## src/rtl/spi_frame_scheduler_if.sv

```systemverilog
// Bus between the frame scheduler, the frame buffer read port and the SPI sender.
// The slave modport is the scheduler's side of the bus.
interface spi_frame_scheduler_if #(
    parameter int DATA_WIDTH = 8,
    parameter int ADDR_WIDTH = 16
);
    logic                  start_in;
    logic                  continuous_in;
    logic                  abort_in;
    logic [DATA_WIDTH-1:0] pixel_in;
    logic [ADDR_WIDTH-1:0] addr_out;
    logic [DATA_WIDTH-1:0] data_out;
    logic                  trigger_out;
    logic                  spi_hsync_out;
    logic                  spi_vsync_out;
    logic                  busy_out;
    logic                  frame_done_out;
    logic [15:0]           hcount_out;
    logic [15:0]           vcount_out;

    modport master (
        output start_in, continuous_in, abort_in, pixel_in,
        input  addr_out, data_out, trigger_out, spi_hsync_out, spi_vsync_out,
               busy_out, frame_done_out, hcount_out, vcount_out
    );

    modport slave (
        input  start_in, continuous_in, abort_in, pixel_in,
        output addr_out, data_out, trigger_out, spi_hsync_out, spi_vsync_out,
               busy_out, frame_done_out, hcount_out, vcount_out
    );
endinterface

```

## src/rtl/spi_frame_scheduler.sv

```systemverilog
// Streams a frame from a synchronous-read buffer into the SPI sender, one pixel
// per fixed-length slot, with hsync/vsync framing and an idle gap after each row.
//
// state | meaning
// IDLE  | waiting for start_in
// FETCH | first pixel of a frame in flight from the buffer
// SEND  | one-cycle trigger to the sender, slot begins
// HOLD  | rest of the slot; next pixel is prefetched
// GAP   | idle cycles between rows (and between frames in continuous mode)
// DRAIN | one-cycle frame_done pulse, address wraps to 0
module spi_frame_scheduler #(
    parameter int H_PIXELS     = 320,
    parameter int V_PIXELS     = 180,
    parameter int DATA_WIDTH   = 8,
    parameter int ADDR_WIDTH   = 16,
    parameter int READ_LATENCY = 2,
    parameter int TX_CYCLES    = 16,
    parameter int LINE_GAP     = 32
) (
    input  logic                 clk_in,
    input  logic                 rst_in,
    spi_frame_scheduler_if.slave bus
);

    typedef enum logic [2:0] {IDLE, FETCH, SEND, HOLD, GAP, DRAIN} state_t;

    localparam logic [15:0] HOLD_LOAD     = 16'(TX_CYCLES - 2);
    localparam logic [15:0] GAP_LOAD      = 16'(LINE_GAP - 1);
    // DRAIN already spends one of the inter-frame gap cycles
    localparam logic [15:0] GAP_LOAD_WRAP = 16'(LINE_GAP - 2);
    localparam logic [15:0] H_LAST        = 16'(H_PIXELS - 1);
    localparam logic [15:0] V_LAST        = 16'(V_PIXELS - 1);
    localparam logic [ADDR_WIDTH-1:0] ADDR_ONE = ADDR_WIDTH'(1);

    state_t                  state, state_nxt;
    logic [15:0]             timer;
    logic [15:0]             hcount, vcount;
    logic [ADDR_WIDTH-1:0]   addr;
    logic [DATA_WIDTH-1:0]   hold_q, data_q;
    logic [READ_LATENCY:0]   rd_pipe;
    logic                    abort_q, abort_now, capture;
    logic                    row_end, frame_end, issue;

    assign abort_now = abort_q | bus.abort_in;
    assign capture   = rd_pipe[READ_LATENCY];
    assign row_end   = (hcount == H_LAST);
    assign frame_end = row_end && (vcount == V_LAST);

    always_ff @(posedge clk_in or negedge rst_in) begin
        if (!rst_in) state <= IDLE;
        else         state <= state_nxt;
    end

    always_comb begin
        state_nxt = state;
        issue     = 1'b0;
        case (state)
            IDLE: begin
                if (bus.start_in && !bus.abort_in) begin
                    state_nxt = FETCH;
                    issue     = 1'b1;
                end
            end
            FETCH: begin
                if (abort_now)    state_nxt = IDLE;
                else if (capture) state_nxt = SEND;
            end
            SEND: begin
                state_nxt = HOLD;
                issue     = !frame_end;
            end
            HOLD: begin
                if (timer == 16'd0) begin
                    if (abort_now) begin
                        state_nxt = IDLE;
                    end else if (frame_end) begin
                        state_nxt = DRAIN;
                        issue     = 1'b1;
                    end else if (row_end) begin
                        state_nxt = GAP;
                    end else begin
                        state_nxt = SEND;
                    end
                end
            end
            GAP: begin
                if (abort_now)            state_nxt = IDLE;
                else if (timer == 16'd0)  state_nxt = SEND;
            end
            DRAIN: begin
                if (bus.continuous_in && !abort_now) state_nxt = GAP;
                else                                 state_nxt = IDLE;
            end
            default: state_nxt = IDLE;
        endcase
    end

    always_ff @(posedge clk_in or negedge rst_in) begin
        if (!rst_in) begin
            timer   <= '0;
            hcount  <= '0;
            vcount  <= '0;
            addr    <= '0;
            hold_q  <= '0;
            data_q  <= '0;
            rd_pipe <= '0;
            abort_q <= 1'b0;
        end else begin
            // Stale reads from an aborted frame must not complete a new FETCH
            if (state == IDLE) rd_pipe <= {{READ_LATENCY{1'b0}}, issue};
            else               rd_pipe <= {rd_pipe[READ_LATENCY-1:0], issue};

            if (issue) begin
                if (state == SEND) addr <= addr + ADDR_ONE;
                else               addr <= '0;
            end

            if (capture) hold_q <= bus.pixel_in;

            if (state_nxt == IDLE)                  abort_q <= 1'b0;
            else if (state != IDLE && bus.abort_in) abort_q <= 1'b1;

            if (state == SEND)                              timer <= HOLD_LOAD;
            else if (state == HOLD && state_nxt == GAP)     timer <= GAP_LOAD;
            else if (state == DRAIN && state_nxt == GAP)    timer <= GAP_LOAD_WRAP;
            else if (timer != 16'd0)                        timer <= timer - 16'd1;

            if (state_nxt == SEND && state != SEND) begin
                data_q <= capture ? bus.pixel_in : hold_q;
                if (state == FETCH || row_end && vcount == V_LAST) begin
                    hcount <= '0;
                    vcount <= '0;
                end else if (row_end) begin
                    hcount <= '0;
                    vcount <= vcount + 16'd1;
                end else begin
                    hcount <= hcount + 16'd1;
                end
            end
        end
    end

    assign bus.addr_out       = addr;
    assign bus.data_out       = data_q;
    assign bus.trigger_out    = (state == SEND);
    assign bus.spi_hsync_out  = (state == SEND || state == HOLD) && (hcount == 16'd0);
    assign bus.spi_vsync_out  = bus.spi_hsync_out && (vcount == 16'd0);
    assign bus.busy_out       = (state != IDLE);
    assign bus.frame_done_out = (state == DRAIN);
    assign bus.hcount_out     = hcount;
    assign bus.vcount_out     = vcount;

endmodule

```

## src/flat_wrapper.sv

```systemverilog
// flat-port wrapper written by rule: the top's interface ports become plain ports
module spi_frame_scheduler_flat 
#(
    parameter int H_PIXELS     = 320,
    parameter int V_PIXELS     = 180,
    parameter int DATA_WIDTH   = 8,
    parameter int ADDR_WIDTH   = 16,
    parameter int READ_LATENCY = 2,
    parameter int TX_CYCLES    = 16,
    parameter int LINE_GAP     = 32
)
  (clk_in, rst_in, bus_start_in, bus_continuous_in, bus_abort_in, bus_pixel_in, bus_addr_out, bus_data_out, bus_trigger_out, bus_spi_hsync_out, bus_spi_vsync_out, bus_busy_out, bus_frame_done_out, bus_hcount_out, bus_vcount_out);
  spi_frame_scheduler_if #(.DATA_WIDTH(DATA_WIDTH), .ADDR_WIDTH(ADDR_WIDTH)) bus_i ();
  input  logic clk_in;
  input  logic rst_in;
  input wire logic [$bits(bus_i.start_in)-1:0] bus_start_in;
  input wire logic [$bits(bus_i.continuous_in)-1:0] bus_continuous_in;
  input wire logic [$bits(bus_i.abort_in)-1:0] bus_abort_in;
  input wire logic [$bits(bus_i.pixel_in)-1:0] bus_pixel_in;
  output wire logic [$bits(bus_i.addr_out)-1:0] bus_addr_out;
  output wire logic [$bits(bus_i.data_out)-1:0] bus_data_out;
  output wire logic [$bits(bus_i.trigger_out)-1:0] bus_trigger_out;
  output wire logic [$bits(bus_i.spi_hsync_out)-1:0] bus_spi_hsync_out;
  output wire logic [$bits(bus_i.spi_vsync_out)-1:0] bus_spi_vsync_out;
  output wire logic [$bits(bus_i.busy_out)-1:0] bus_busy_out;
  output wire logic [$bits(bus_i.frame_done_out)-1:0] bus_frame_done_out;
  output wire logic [$bits(bus_i.hcount_out)-1:0] bus_hcount_out;
  output wire logic [$bits(bus_i.vcount_out)-1:0] bus_vcount_out;
  assign bus_i.start_in = bus_start_in;
  assign bus_i.continuous_in = bus_continuous_in;
  assign bus_i.abort_in = bus_abort_in;
  assign bus_i.pixel_in = bus_pixel_in;
  assign bus_addr_out = bus_i.addr_out;
  assign bus_data_out = bus_i.data_out;
  assign bus_trigger_out = bus_i.trigger_out;
  assign bus_spi_hsync_out = bus_i.spi_hsync_out;
  assign bus_spi_vsync_out = bus_i.spi_vsync_out;
  assign bus_busy_out = bus_i.busy_out;
  assign bus_frame_done_out = bus_i.frame_done_out;
  assign bus_hcount_out = bus_i.hcount_out;
  assign bus_vcount_out = bus_i.vcount_out;
  spi_frame_scheduler #(.H_PIXELS(H_PIXELS), .V_PIXELS(V_PIXELS), .DATA_WIDTH(DATA_WIDTH), .ADDR_WIDTH(ADDR_WIDTH), .READ_LATENCY(READ_LATENCY), .TX_CYCLES(TX_CYCLES), .LINE_GAP(LINE_GAP)) u_core (.clk_in(clk_in), .rst_in(rst_in), .bus(bus_i));
endmodule
```

## config.mk

```make
export PLATFORM = sky130hd
export DESIGN_NAME = spi_frame_scheduler_flat
export DESIGN_NICKNAME = d
export VERILOG_FILES = /design/src/rtl/spi_frame_scheduler_if.sv /design/src/rtl/spi_frame_scheduler.sv /design/src/flat_wrapper.sv
export SDC_FILE = /design/constraint.sdc
export NUM_CORES = 1
export LEC_CHECK = 0
export CORE_UTILIZATION = 46
export CTS_BUF_LIST = sky130_fd_sc_hd__clkbuf_8
export DETAILED_ROUTE_END_ITERATION = 16
export GPL_ROUTABILITY_DRIVEN = 0
export PLACE_DENSITY = 0.7
export SLEW_MARGIN = 0
export SYNTH_ARGS = -nofsm -noshare
export SYNTH_HDL_FRONTEND = slang
export SYNTH_SLANG_ARGS = --single-unit
export TNS_END_PERCENT = 1
```

## constraint.sdc

```tcl
create_clock -name clk_in -period 6.75 [get_ports clk_in]
set_input_delay 1.6875 -clock clk_in [delete_from_list [all_inputs] [get_ports clk_in]]
set_output_delay 1.6875 -clock clk_in [all_outputs]
set_load 0.02 [all_outputs]
```

Word-level counts from Yosys, hierarchy flattened
Cells that the tools add are included.
{"block": "word_totals", "reg_bits": 87, "inputBits": 13, "output_inout_bits": 61, "word_cells": 78}
{"block": "op_classes", "n_addsub": 4, "n_eq_ne": 10, "n_mux": 29, "n_bitwise": 1, "n_reduce_logical": 25}
{"op": "2-to-1 mux 16 bit", "count": 9}
{"op": "adder 16 x 1 -> 16 bit, second input constant", "count": 3}
{"op": "zero test 16 bit", "count": 3}
{"op": "2-to-1 mux 3 bit", "count": 11}
{"op": "case mux 3 bit (6 select lines)", "count": 1}
{"op": "== test 16 x 8 -> 1 bit, second input constant", "count": 1}
{"op": "== test 16 x 9 -> 1 bit, second input constant", "count": 1}
{"op": "nonzero test 16 bit", "count": 1}
{"op": "subtractor 16 x 1 -> 16 bit, second input constant", "count": 1}
{"op": "== test 3 x 2 -> 1 bit, second input constant", "count": 3}
{"op": "== test 3 bit, second input constant", "count": 3}
{"op": "logical AND 1 bit", "count": 9}
{"op": "2-to-1 mux 8 bit", "count": 1}
{"op": "zero test 3 bit", "count": 2}
{"op": "2-to-1 mux 1 bit", "count": 6}
{"op": "nonzero test 2 bit", "count": 2}
{"op": "nonzero test 4 bit", "count": 1}
{"op": "== test 3 x 1 -> 1 bit, second input constant", "count": 1}
{"op": "zero test 1 bit", "count": 3}
{"op": "!= test 3 x 2 -> 1 bit, second input constant", "count": 1}
{"op": "case mux 1 bit (3 select lines)", "count": 1}
{"op": "nonzero test 3 bit", "count": 1}
{"op": "logical OR 1 bit", "count": 2}
{"op": "AND reduction 2 bit", "count": 1}
{"op": "OR 1 bit", "count": 1}

Longest topological paths before layout
Gate-level depths: netlist of the first run.
{"block": "depth", "ltp_word": 11, "mapped_depth": 12, "ltp_nobuf": 9}

Least setup slack after synthesis of the first run
No wires, ideal clock.
{"block": "synth_timing", "path_kind": "input-to-reg", "start": "input bus_abort_in", "end": "register u_core.hcount[0] (netlist: u_core.bus.hcount_out[0])", "arrival_ns": 3.258, "required_ns": 6.632, "setup_slack_ns": 3.374, "path_stages": 10, "path_buffers": 3, "cell_sequence": "nor2_1 -> and3_1 -> nand2_1 -> o211a_1 -> buf_4 -> inv_2 -> buf_2 -> buf_1 -> nor4_1 -> a21o_1"}
{"block": "synth_via", "elab_chain_len": 7}
{"element": "start, declared", "line_no": "flat_wrapper.sv:18", "rtl": "input wire logic [$bits(bus_i.abort_in)-1:0] bus_abort_in;"}
{"element": "OR 1 bit", "line_no": "spi_frame_scheduler.sv:44", "rtl": "assign abort_now = abort_q | bus.abort_in;"}
{"element": "zero test 1 bit", "line_no": "spi_frame_scheduler.sv:91", "rtl": "if (bus.continuous_in && !abort_now) state_nxt = GAP;"}
{"element": "logical AND 1 bit", "line_no": "spi_frame_scheduler.sv:91"}
{"element": "2-to-1 mux 3 bit", "line_no": "spi_frame_scheduler.sv:91"}
{"element": "case mux 3 bit (6 select lines) (*)", "line_no": "spi_frame_scheduler.sv:57", "rtl": "case (state)"}
{"element": "== test 3 x 2 -> 1 bit (*)", "line_no": "spi_frame_scheduler.sv:128", "rtl": "if (state_nxt == SEND && state != SEND) begin"}
{"element": "logical AND 1 bit (*)", "line_no": "spi_frame_scheduler.sv:128"}
{"element": "end signal, assigned", "line_no": "spi_frame_scheduler.sv:137", "rtl": "hcount <= hcount + 16'd1;"}
{"element": "end, declared", "line_no": "spi_frame_scheduler.sv:37", "rtl": "logic [15:0] hcount, vcount;"}
Every way passes the cells marked *; elsewhere a longest branch is shown, timed or not.
A chain may end at the register's enable or synchronous reset.

Worst setup path after layout of the first run
{"block": "layout_timing", "start": "register u_core.state[1]", "end": "output bus_trigger_out"}
{"block": "layout_via", "elab_chain_len": 1}
{"element": "start, declared", "line_no": "spi_frame_scheduler.sv:35", "rtl": "state_t state, state_nxt;"}
{"element": "start signal, assigned", "line_no": "spi_frame_scheduler.sv:51", "rtl": "else state <= state_nxt;"}
{"element": "== test 3 x 2 -> 1 bit", "line_no": "spi_frame_scheduler.sv:145", "rtl": "assign bus.trigger_out = (state == SEND);"}
{"element": "end, declared", "line_no": "flat_wrapper.sv:22", "rtl": "output wire logic [$bits(bus_i.trigger_out)-1:0] bus_trigger_out;"}
Every way passes these cells.

==> out/qor_table.md, run 1 <==
| Quantity | Value | Unit |
| --- | --- | --- |
| Synth area leaders | dfrtp_1 (47%), mux2_2 (3.9%), nor2_1 (3.8%) | - |
| Leakage component of the power | 2.252 | nW |
| Status | complete, no violations | - |
| Setup repair after global routing missed its margin | false | - |
| Library cell occupying the most area in the post-synthesis netlist | dfrtp_1 | - |
| Headroom to the max-slew limit | 25.01 | % |
| Number of antenna diodes | 0 | - |
| Cell Area, Synth | 4656 | um2 |
| Min-delay worst type | flip-flop to flip-flop | - |
| Element type at the critical path start | flip-flop | - |
| Critical path's top delay family | simple AND/OR/NAND/NOR gates | - |
| Count of hold-fix buffers inserted at cts | 0 | - |
| Vias/cell | 5.778 | - |
| Highest net fanout along the worst path | 9 | - |
| Overall Power | 1.798 | mW |
| Library cells used by synthesis | 56 | - |
| Finished Core Util | 58.09 | % |
| Crit path arrival time | 2.50 | ns |
| Number of buffers inserted by port buffering | 73 | - |
| Delay contributed by the slowest stage of the critical path | 0.72 | ns |
| FF+latch count, synth | 87 | - |
| Final critical path time including I/O delays and setup | 4.184 | ns |
| Most frequent cell on the critical path | nor2b_1 | - |
| F_max | 239.0 | MHz |
| Global-route wire length before repair | 18.33 | mm |
| Residual antenna-violating net count after detailed routing | 0 | - |
| Horizontal die dimension | 102.6 | um |
| Clock root cell | clkbuf_8 | - |
| # setup viols final | 0 | - |
| CP Class | flip-flop to primary output | - |
| Total CTS buffers | 9 | - |
| Share of cells above drive strength 1 | 9.256 | % |
| Cells along the critical path | nor2b_1 > nor2b_1 > clkdlybuf4s50_1 | - |
| Clock tree from TritonCTS | built | - |
| Proportion of synthesized chip area in sequential cells | 46.76 | % |
| Aggregate negative setup slack | 0 | ns |
| Wire per inst | 16.30 | um |
| Final period util | 61.99 | % |
| CTS H-Tree Depth | 3 | - |
| Critical path required time | 5.06 | ns |
| Detailed Routing Iterations Pass 1 | 5 | - |
| Total via count after detailed routing | 3952 | - |
| Least-Margin Pin Slew | 1.117 | ns |
| Antenna violations before repair | 0 | - |
| Mapped Cells | 485 | - |
| Final WL | 11.15 | mm |
| CTS clk-pin slew, worst paths | 0.09 | ns |
| Worst setup skew after layout | 0.01241 | ns |
| Height of the die | 102.6 | um |
| PD cells | 316.6 | nW/um2 |
| Violation count after the first detailed-route iteration | 215 | - |
| Post-layout nets | 565 | - |
| Endpoints failing hold | 0 | - |
| Slowest CP cell | clkdlybuf4s50_1 | - |
| Overall die area | 10530 | um2 |
| Half-perimeter wire length after placement | 7.589 | mm |
| Final slew viol count | 0 | - |
| Overall track demand over capacity in global routing | 22.36 | % |
| Nets in the synthesized netlist | 504 | - |
| Total I/O pin count | 74 | - |
| Clock insertion delay at the later pin of the skew report | 0.36 | ns |
| Clock sinks | 87 | - |
| Growth of design area from synthesis to finish | 21.96 | % |
| Aggregate global routing overflow | 0 | - |
| Starting density of the core | 47.63 | % |
| Post-synth EDFFs | 0 | - |
| Synth top area share | 46.76 | % |
| Worst supply voltage drop on vdd | 184.9 | uV |
| Number of setup buffers added after CTS | 0 | - |
| Warning count from the yosys run | 0 | - |
| DRC violations left | 0 | - |
| Vias in the first global route | 3788 | - |
| Top_reg_cell synth | dfrtp_1 | - |
| Core box area | 9774 | um2 |
| Max Buffers Root-to-Sink | 2 | - |
| Type of destination of the critical path | primary output | - |
| Number of max-cap violations | 0 | - |
| Async set-or-reset flop fraction in the synthesized netlist | 100.0 | % |
| Total buffers and inverters traversed by the critical path | 1 | - |
| Pin count of the biggest net entering global routing | 48 | - |
| Standard-cell row count | 36 | - |
| Post-Synthesis Mean Instance Area | 9.599 | um2 |
| Post-CTS resize count | 0 | - |
==> cell usage in the layout (no fill, tap or decap), types with 3 or more instances in the layout <==
cell type	count
xor2_1	5
nor2b_1	7
dfrtp_1	87
o2bb2ai_1	3
ha_1	6
inv_1	13
clkdlybuf4s50_1	72
nor2_1	47
xnor2_1	18
or3_1	15
nor3_1	17
nor4_1	12
o41ai_1	14
nand2_1	30
and4_1	4
nand3_1	22
a31oi_1	5
nand2b_1	5
and2_1	8
o31ai_1	23
or4_4	3
o21ai_0	26
buf_4	4
or2_2	3
nor4b_1	3
clkbuf_8	11
mux2i_1	3
a21oi_1	13
a22o_1	3
nand4_1	10
and3_1	10
mux2_2	16
or4_1	3
==> synth_stat cells, types with 7 or more instances <==
cell,n
o31ai_1,23
o41ai_1,14
a21oi_1,13
dfrtp_1,87
nand2_1,30
xnor2_1,18
nand3_1,22
nor3_1,17
or3_1,15
mux2_2,16
nor2_1,47
clkbuf_1,16
o21ai_0,26
inv_1,13
nor2b_1,7
nand4_1,10
nor4_1,12
and2_1,8
and3_1,10
==> state kept, by name, indices dropped and copies added (netlist names) <==
register / cells
u_core.abort_q: 1
u_core.bus.addr_out: 16
u_core.bus.data_out: 8
u_core.bus.hcount_out: 16
u_core.bus.vcount_out: 16
u_core.hold_q: 8
u_core.rd_pipe: 3
u_core.state: 3
u_core.timer: 16
==> routing by layer <==
layer  track usage [%]  up-vias  part of all wire (%)
met5                 0        -                     0
met4             7.033        0                  0.87
met3             3.593       10                   3.9
met2             36.51      104                    49
met1             30.53     1937                    47
li1                  -     1901                     -
==> power by group <==
part           total [mW]  internal, mW  switching, mW
clock               0.390         0.195          0.195
sequential          0.748         0.638          0.110
combinational       0.660         0.276          0.384
==> final timing paths <==
path                                   start                   endpoint  slack [ns]  cells past startpoint
max                          u_core.state[1]            bus_trigger_out        2.57                      3
min                        u_core.rd_pipe[0]          u_core.rd_pipe[1]        0.46                      1
max reg2reg                  u_core.timer[0]     u_core.bus.data_out[7]        2.98                     10
min reg2reg                u_core.rd_pipe[0]          u_core.rd_pipe[1]        0.46                      1
max in group asynchronous             rst_in   u_core.bus.hcount_out[0]        4.47                      2
min in group asynchronous             rst_in  u_core.bus.hcount_out[10]        1.30                      1
==> metrics by stage <==
step           worst slack, ns  instance area [um2]  hold WS [ns]  std cells
6_report                 2.566                 5678        0.4590        684
5_1_grt                  2.497                 5678        0.4997        684
4_1_cts                  2.565                 5678        0.4617        684
3_5_place_dp             2.469                 5463        0.4377        668
3_3_place_gp             2.514                 5463        0.4340        668
2_1_floorplan            3.374                 4656        0.4277        485
==> layout make-up <==
type | instances | area (um2)
fillers | 860 | 4096
multi-input cells | 357 | 2312
flip-flops and latches | 87 | 2177
repair buffers | 76 | 750.7
well taps | 133 | 166.4
clock buffers | 11 | 151.4
clock inverters | 5 | 63.81
inverters | 15 | 56.30
==> cells by family (layout without fill, tap and decap cells) <==
logic type	after synthesis	count (layout)	share of synthesized area (%)
AO/OA/AOI/OAI	102	102	15.08
XOR/XNOR	23	23	4.327
adder cells (fa/ha/maj)	6	6	1.612
buffers and inverters	41	107	3.575
flip-flops	87	87	46.76
multiplexers	19	19	4.515
AND/OR/NAND/NOR	207	207	24.13
No activity file was read; power rests on OpenSTA's default activity.
==> inputs of run 2 (changes only) <==
clock period = 3.9 ns   (was 6.75 ns; I/O delays follow)
==> run 2 against run 1 <==
- global-route usage increased by 0.30 points
- critical endpoint is now u_core.bus.data_out[1]
- die area unchanged
- clock skew decreased by 0.0017 ns
- critical path type is now flip-flop to flip-flop
- routed wire length increased by 1.2%
- worst setup slack got worse by 2.1 ns
- sequential cell count unchanged
- non-clock buffer count increased by 6
- largest cell class unchanged
==> out/qor_table.md, run 2 (same netlist as run 1, synthesis figures left out) <==
| Quantity | Value | Unit |
| --- | --- | --- |
| Status | complete, no violations | - |
| Share of total power in combinational logic | 37.7 | % |
| Crit Reg-Reg Startpoint | u_core.timer[0] | - |
| Violation count after the first detailed-route iteration | 149 | - |
| Global-route wire length before repair | 18.55 | mm |
| Vias in the first global route | 3867 | - |
| Element type at the critical path start | flip-flop | - |
| Growth of design area from synthesis to finish | 22.55 | % |
| Reg2reg setup slack | 0.47 | ns |
| Launch instance of the worst min-delay path | u_core.rd_pipe[0] | - |
| CTS H-Tree Depth | 3 | - |
| Number of cells traversed by the worst hold path | 1 | - |
| Sequential cell area in the final layout | 2177 | um2 |
| Worst supply voltage drop on vdd | 251.6 | uV |
| Reg2reg path depth | 9 | - |
| Starting density of the core | 47.63 | % |
| F_max | 291.9 | MHz |
| Least-Margin Pin Slew | 0.8551 | ns |
| Count of hold-fix buffers inserted at cts | 0 | - |
| Min-delay worst type | flip-flop to flip-flop | - |
| CP Class | flip-flop to flip-flop | - |
| Setup repair after global routing missed its margin | false | - |
| Type of destination of the critical path | flip-flop | - |
| Vias/cell | 5.809 | - |
| Hold Path Sink | u_core.rd_pipe[1] | - |
| Sequential group share of total power | 41.6 | % |
| Most frequent standard cell in the layout excluding fill and tap cells | dfrtp_1 | - |
| Number of antenna diodes | 0 | - |
| Max Buffers Root-to-Sink | 2 | - |
| Final instance area | 5705 | um2 |
| Post-CTS resize count | 0 | - |
| PD cells | 544.5 | nW/um2 |
| Commonest cells after routing, fill and taps aside | dfrtp_1 (87), clkdlybuf4s50_1 (72), nor2_1 (47) | - |
| Aggregate negative setup slack | 0 | ns |
| Final critical path time including I/O delays and setup | 3.425 | ns |
| Share of cells above drive strength 1 | 10.05 | % |
| Horizontal die dimension | 102.6 | um |
| Core box area | 9774 | um2 |
| Post-layout nets | 571 | - |
| Critical path required time | 4.15 | ns |
| Fraction of power spent switching nets | 39.06 | % |
| # setup viols final | 0 | - |
| Wire per inst | 16.34 | um |
| Aggregate global routing overflow | 0 | - |
| Overall track demand over capacity in global routing | 22.66 | % |
| Area of the multi-input gates | 2312 | um2 |
| DRC violations left | 0 | - |
| Final period util | 87.83 | % |
| Clock sinks | 87 | - |
| Clock tree from TritonCTS | built | - |
| Total CTS buffers | 9 | - |
| Half-perimeter wire length after placement | 7.753 | mm |
| Power Internal | 1.893 | mW |
| Antenna violations before repair | 0 | - |
| Net Switching | 1.213 | mW |
| Clock root cell | clkbuf_8 | - |
| CTS clk-pin slew, worst paths | 0.09 | ns |
| Headroom to the max-slew limit | 42.86 | % |
| Total I/O pin count | 74 | - |
| Final slew viol count | 0 | - |
| Total via count after detailed routing | 4008 | - |
| Standard-cell row count | 36 | - |
| Number of setup buffers added after CTS | 0 | - |
| Residual antenna-violating net count after detailed routing | 0 | - |
| Height of the die | 102.6 | um |
| Clock insertion delay at the later pin of the skew report | 0.37 | ns |
| Number of inserted filler cells in the final layout | 854 | - |
| Placed Instance Area | 5508 | um2 |
| Overall Power | 3.107 | mW |
| Worst setup skew after layout | 0.01067 | ns |
| Highest net fanout along the worst path | 25 | - |
| Number of buffers inserted by port buffering | 73 | - |
| Detailed Routing Iterations Pass 1 | 5 | - |
| Leakage component of the power | 2.269 | nW |
| Pin count of the biggest net entering global routing | 53 | - |
| Endpoints failing hold | 0 | - |
| Overall die area | 10530 | um2 |
| Crit path arrival time | 3.68 | ns |
| End of the worst register-to-register path | u_core.bus.data_out[1] | - |
| Number of max-cap violations | 0 | - |
| Final WL | 11.28 | mm |
| Clock network power share | 20.7 | % |
## run 2: cell types whose count changed in the layout (fill, tap and decap cells not counted), sizes merged
cell / delta
clkbuf: -2
clkinvlp: +2
buf: +6
## run 2: routing by layer
metal,global-route usage [%],up-vias,share of wire (%)
li1,-,1912,-
met1,31.33,1975,46
met2,35.59,104,48
met3,4.000,17,4.5
met4,8.571,0,1.4
met5,0,-,0
## run 2: metrics by stage
stage | hold WS, ns | util, % | cells | setup WS [ns]
2_1_floorplan | 0.4277 | - | 485 | 0.8087
3_3_place_gp | 0.4359 | 56.35 | 674 | 0.5703
3_5_place_dp | 0.4461 | 56.35 | 674 | 0.4803
4_1_cts | 0.4664 | 58.37 | 690 | 0.4719
5_1_grt | 0.4908 | 58.37 | 690 | 0.2773
6_report | 0.4601 | 58.37 | 690 | 0.4747
## run 2: worst max path at each step
stage	startpoint	to	cells past startpoint
6_report	u_core.timer[0]	u_core.bus.data_out[1]	9
5_1_grt	u_core.timer[0]	u_core.bus.data_out[6]	9
4_1_cts	u_core.timer[0]	u_core.bus.data_out[1]	9
3_5_place_dp	u_core.timer[0]	u_core.bus.data_out[1]	9
3_3_place_gp	bus_abort_in	u_core.bus.vcount_out[9]	8
2_1_floorplan	u_core.timer[0]	u_core.bus.data_out[4]	11
## run 2: cell type report
cell class / instances / area share (%)
multi-input cells: 357 / 40.53
flip-flops and latches: 87 / 38.16
repair buffers: 82 / 13.95
well taps: 133 / 2.917
clock buffers: 9 / 2.171
clock inverters: 7 / 1.294
inverters: 15 / 0.9868
## run 2: worst max-delay path, cell delays in order (launching register included)
cell      delay, ns
dfrtp_1        0.38
inv_1          0.11
ha_1           0.19
or4b_1         0.54
or4_1          0.65
and3_4         0.25
a211oi_4       0.22
inv_2          0.12
nand2_2        0.44
mux2_2         0.40
## run 2: power groups by stage
stage,Sequential [mW],Clock (mW),Combinational (mW)
finish,1.29,0.644,1.17
global route,1.32,0.692,1.28
CTS,1.29,0.648,1.17
detailed placement,1.31,0,1.17
global placement,1.30,0,1.13
floorplan,1.32,0,0.768
==> inputs of run 3 (changes only) <==
CELL_PAD_IN_SITES_DETAIL_PLACEMENT = 0   (was unset)
CELL_PAD_IN_SITES_GLOBAL_PLACEMENT = 2   (was unset)
CORE_UTILIZATION = 34   (was 46)
CTS_BUF_LIST = unset   (was sky130_fd_sc_hd__clkbuf_8)
HOLD_SLACK_MARGIN = 0.15   (was unset)
PLACE_DENSITY = unset   (was 0.7)
PLACE_DENSITY_LB_ADDON = 0.1   (was unset)
==> run 3 against run 2 <==
- die area increased by 35%
- largest power group unchanged
- highest routed layer unchanged
- via count shrank 0.87%
- register-to-register slack gained 0.095 ns
- largest cell class unchanged
==> out/qor_table.md, run 3 (same netlist as run 1, synthesis figures left out) <==
| Quantity | Value | Unit |
| --- | --- | --- |
| Status | complete, no violations | - |
| Commonest cells after routing, fill and taps aside | dfrtp_1 (87), clkdlybuf4s50_1 (72), nor2_1 (47) | - |
| Horizontal die dimension | 119.0 | um |
| Count of hold-fix buffers inserted at cts | 0 | - |
| Reg2reg setup slack | 0.57 | ns |
| Clock sinks | 87 | - |
| Starting density of the core | 35.02 | % |
| Finished Core Util | 44.12 | % |
| Residual antenna-violating net count after detailed routing | 0 | - |
| Share of total power in combinational logic | 35.7 | % |
| Final instance area | 5866 | um2 |
| Clock root cell | clkbuf_16 | - |
| Max Buffers Root-to-Sink | 2 | - |
| Clock tree from TritonCTS | built | - |
| Sequential group share of total power | 39.0 | % |
| Violation count after the first detailed-route iteration | 178 | - |
| # setup viols final | 0 | - |
| Standard-cell row count | 42 | - |
| Total via count after detailed routing | 3973 | - |
| Crit path arrival time | 2.45 | ns |
| Total CTS buffers | 9 | - |
| Slowest CP cell | clkdlybuf4s50_1 | - |
| Core box area | 13300 | um2 |
| Number of inserted filler cells in the final layout | 1327 | - |
| Type of destination of the critical path | primary output | - |
| Area of the multi-input gates | 2312 | um2 |
| Detailed-route wire length on metal 1 | 5.932 | mm |
| Min-delay worst type | flip-flop to flip-flop | - |
| Half-perimeter wire length after placement | 8.335 | mm |
| Height of the die | 119.0 | um |
| Overall track demand over capacity in global routing | 18.41 | % |
| Post-layout nets | 573 | - |
| Wire per inst | 16.70 | um |
| Most frequent cell on the critical path | nor2b_1 | - |
| Clock network power share | 25.3 | % |
| Final critical path time including I/O delays and setup | 3.426 | ns |
| Headroom to the max-slew limit | 38.99 | % |
| Final WL | 12.28 | mm |
| CP Class | flip-flop to primary output | - |
| Critical path required time | 2.92 | ns |
| Antenna violations before repair | 0 | - |
| Net Switching | 1.253 | mW |
| Leakage component of the power | 2.320 | nW |
| Final slew viol count | 0 | - |
| Fraction of power spent switching nets | 37.81 | % |
| Routed wl met2 | 5.725 | mm |
| Final period util | 87.85 | % |
| Number of buffers inserted by port buffering | 73 | - |
| Most frequent standard cell in the layout excluding fill and tap cells | dfrtp_1 | - |
| Share of cells above drive strength 1 | 10.55 | % |
| Vias/cell | 5.405 | - |
| DRC violations left | 0 | - |
| Delay contributed by the slowest stage of the critical path | 0.72 | ns |
| Detailed-routed wire length on met3 | 404 | um |
| Number of max-cap violations | 0 | - |
| PD cells | 565.1 | nW/um2 |
| Aggregate global routing overflow | 0 | - |
| Post-CTS resize count | 0 | - |
| Least-Margin Pin Slew | 0.9129 | ns |
| Overall Power | 3.315 | mW |
| Overall die area | 14170 | um2 |
| Detailed Routing Iterations Pass 1 | 4 | - |
| Element type at the critical path start | flip-flop | - |
| F_max | 291.9 | MHz |
| Setup repair after global routing missed its margin | false | - |
| Vias in the first global route | 3889 | - |
| Global-route wire length before repair | 20.40 | mm |
| Placed Instance Area | 5577 | um2 |
| Highest net fanout along the worst path | 9 | - |
| Total I/O pin count | 74 | - |
| Cells along the critical path | nor2b_1 > nor2b_1 > clkdlybuf4s50_1 | - |
| Worst supply voltage drop on vdd | 215.9 | uV |
| CTS clk-pin slew, worst paths | 0.07 | ns |
| Pin count of the biggest net entering global routing | 47 | - |
| Power Internal | 2.061 | mW |
| Sequential cell area in the final layout | 2177 | um2 |
| Number of antenna diodes | 0 | - |
| CTS H-Tree Depth | 3 | - |
| Growth of design area from synthesis to finish | 25.99 | % |
| Worst setup skew after layout | 0.007660 | ns |
| Aggregate negative setup slack | 0 | ns |
| Number of setup buffers added after CTS | 0 | - |
| Endpoints failing hold | 0 | - |
| Clock insertion delay at the later pin of the skew report | 0.35 | ns |
| Uppermost routed layer | met4 | - |
## run 3: changes by cell type in the layout (fill, tap and decap cells not counted), moves of 2 or more
cell       previous run  this run
clkbuf_16             0         9
clkbuf_8              9         1
buf_4                10        12
inv_6                 1         3
## run 3: routing by layer
metal  vias to the layer above  track usage (%)
met5                         -                0
met4                         0            7.278
met3                        12            3.209
met2                        80            28.34
met1                      1946            25.57
li1                       1935                -
## run 3: power groups by stage
stage          logic [mW]  clock network, mW  registers (mW)
4_1_cts              1.20              0.871            1.29
6_report             1.18              0.839            1.29
5_1_grt              1.31              0.907            1.33
2_1_floorplan       0.768                  0            1.32
3_3_place_gp         1.19                  0            1.31
3_5_place_dp         1.20                  0            1.31
## run 3: worst paths after layout
kind / cells past startpoint / start / to
setup / recovery: 3 / u_core.state[1] / bus_trigger_out
hold / removal: 1 / u_core.rd_pipe[0] / u_core.rd_pipe[1]
setup reg to reg: 9 / u_core.timer[0] / u_core.bus.vcount_out[9]
hold reg to reg: 1 / u_core.rd_pipe[0] / u_core.rd_pipe[1]
max in group asynchronous: 2 / rst_in / u_core.state[2]
min in group asynchronous: 1 / rst_in / u_core.bus.hcount_out[13]
## run 3: final cells by class
| class | instances | area share [%] |
|---|---|---|
| multi-input combinational | 357 | 39.42 |
| sequential | 87 | 37.12 |
| timing repair buffer | 84 | 13.82 |
| clock buffer | 10 | 4.074 |
| tap | 176 | 3.754 |
| inverter | 15 | 0.9599 |
| clock inverter | 6 | 0.8532 |
## run 3: critical path: cells and delay by family (launching register included)
kind / cells / cell delay [ns]
simple gates: 2 / 0.89
flops: 1 / 0.49
buf+inv: 1 / 0.72
## run 3: through the flow
| stage | instances | hold WS [ns] | setup WS (ns) |
|---|---|---|---|
| after global routing | 735 | 0.4693 | 0.3210 |
| final | 735 | 0.4486 | 0.4739 |
| after floorplan | 485 | 0.4277 | 0.8087 |
| after global placement | 719 | 0.4336 | 0.4893 |
| after CTS | 735 | 0.4530 | 0.4687 |
| after detailed placement | 719 | 0.4394 | 0.4387 |
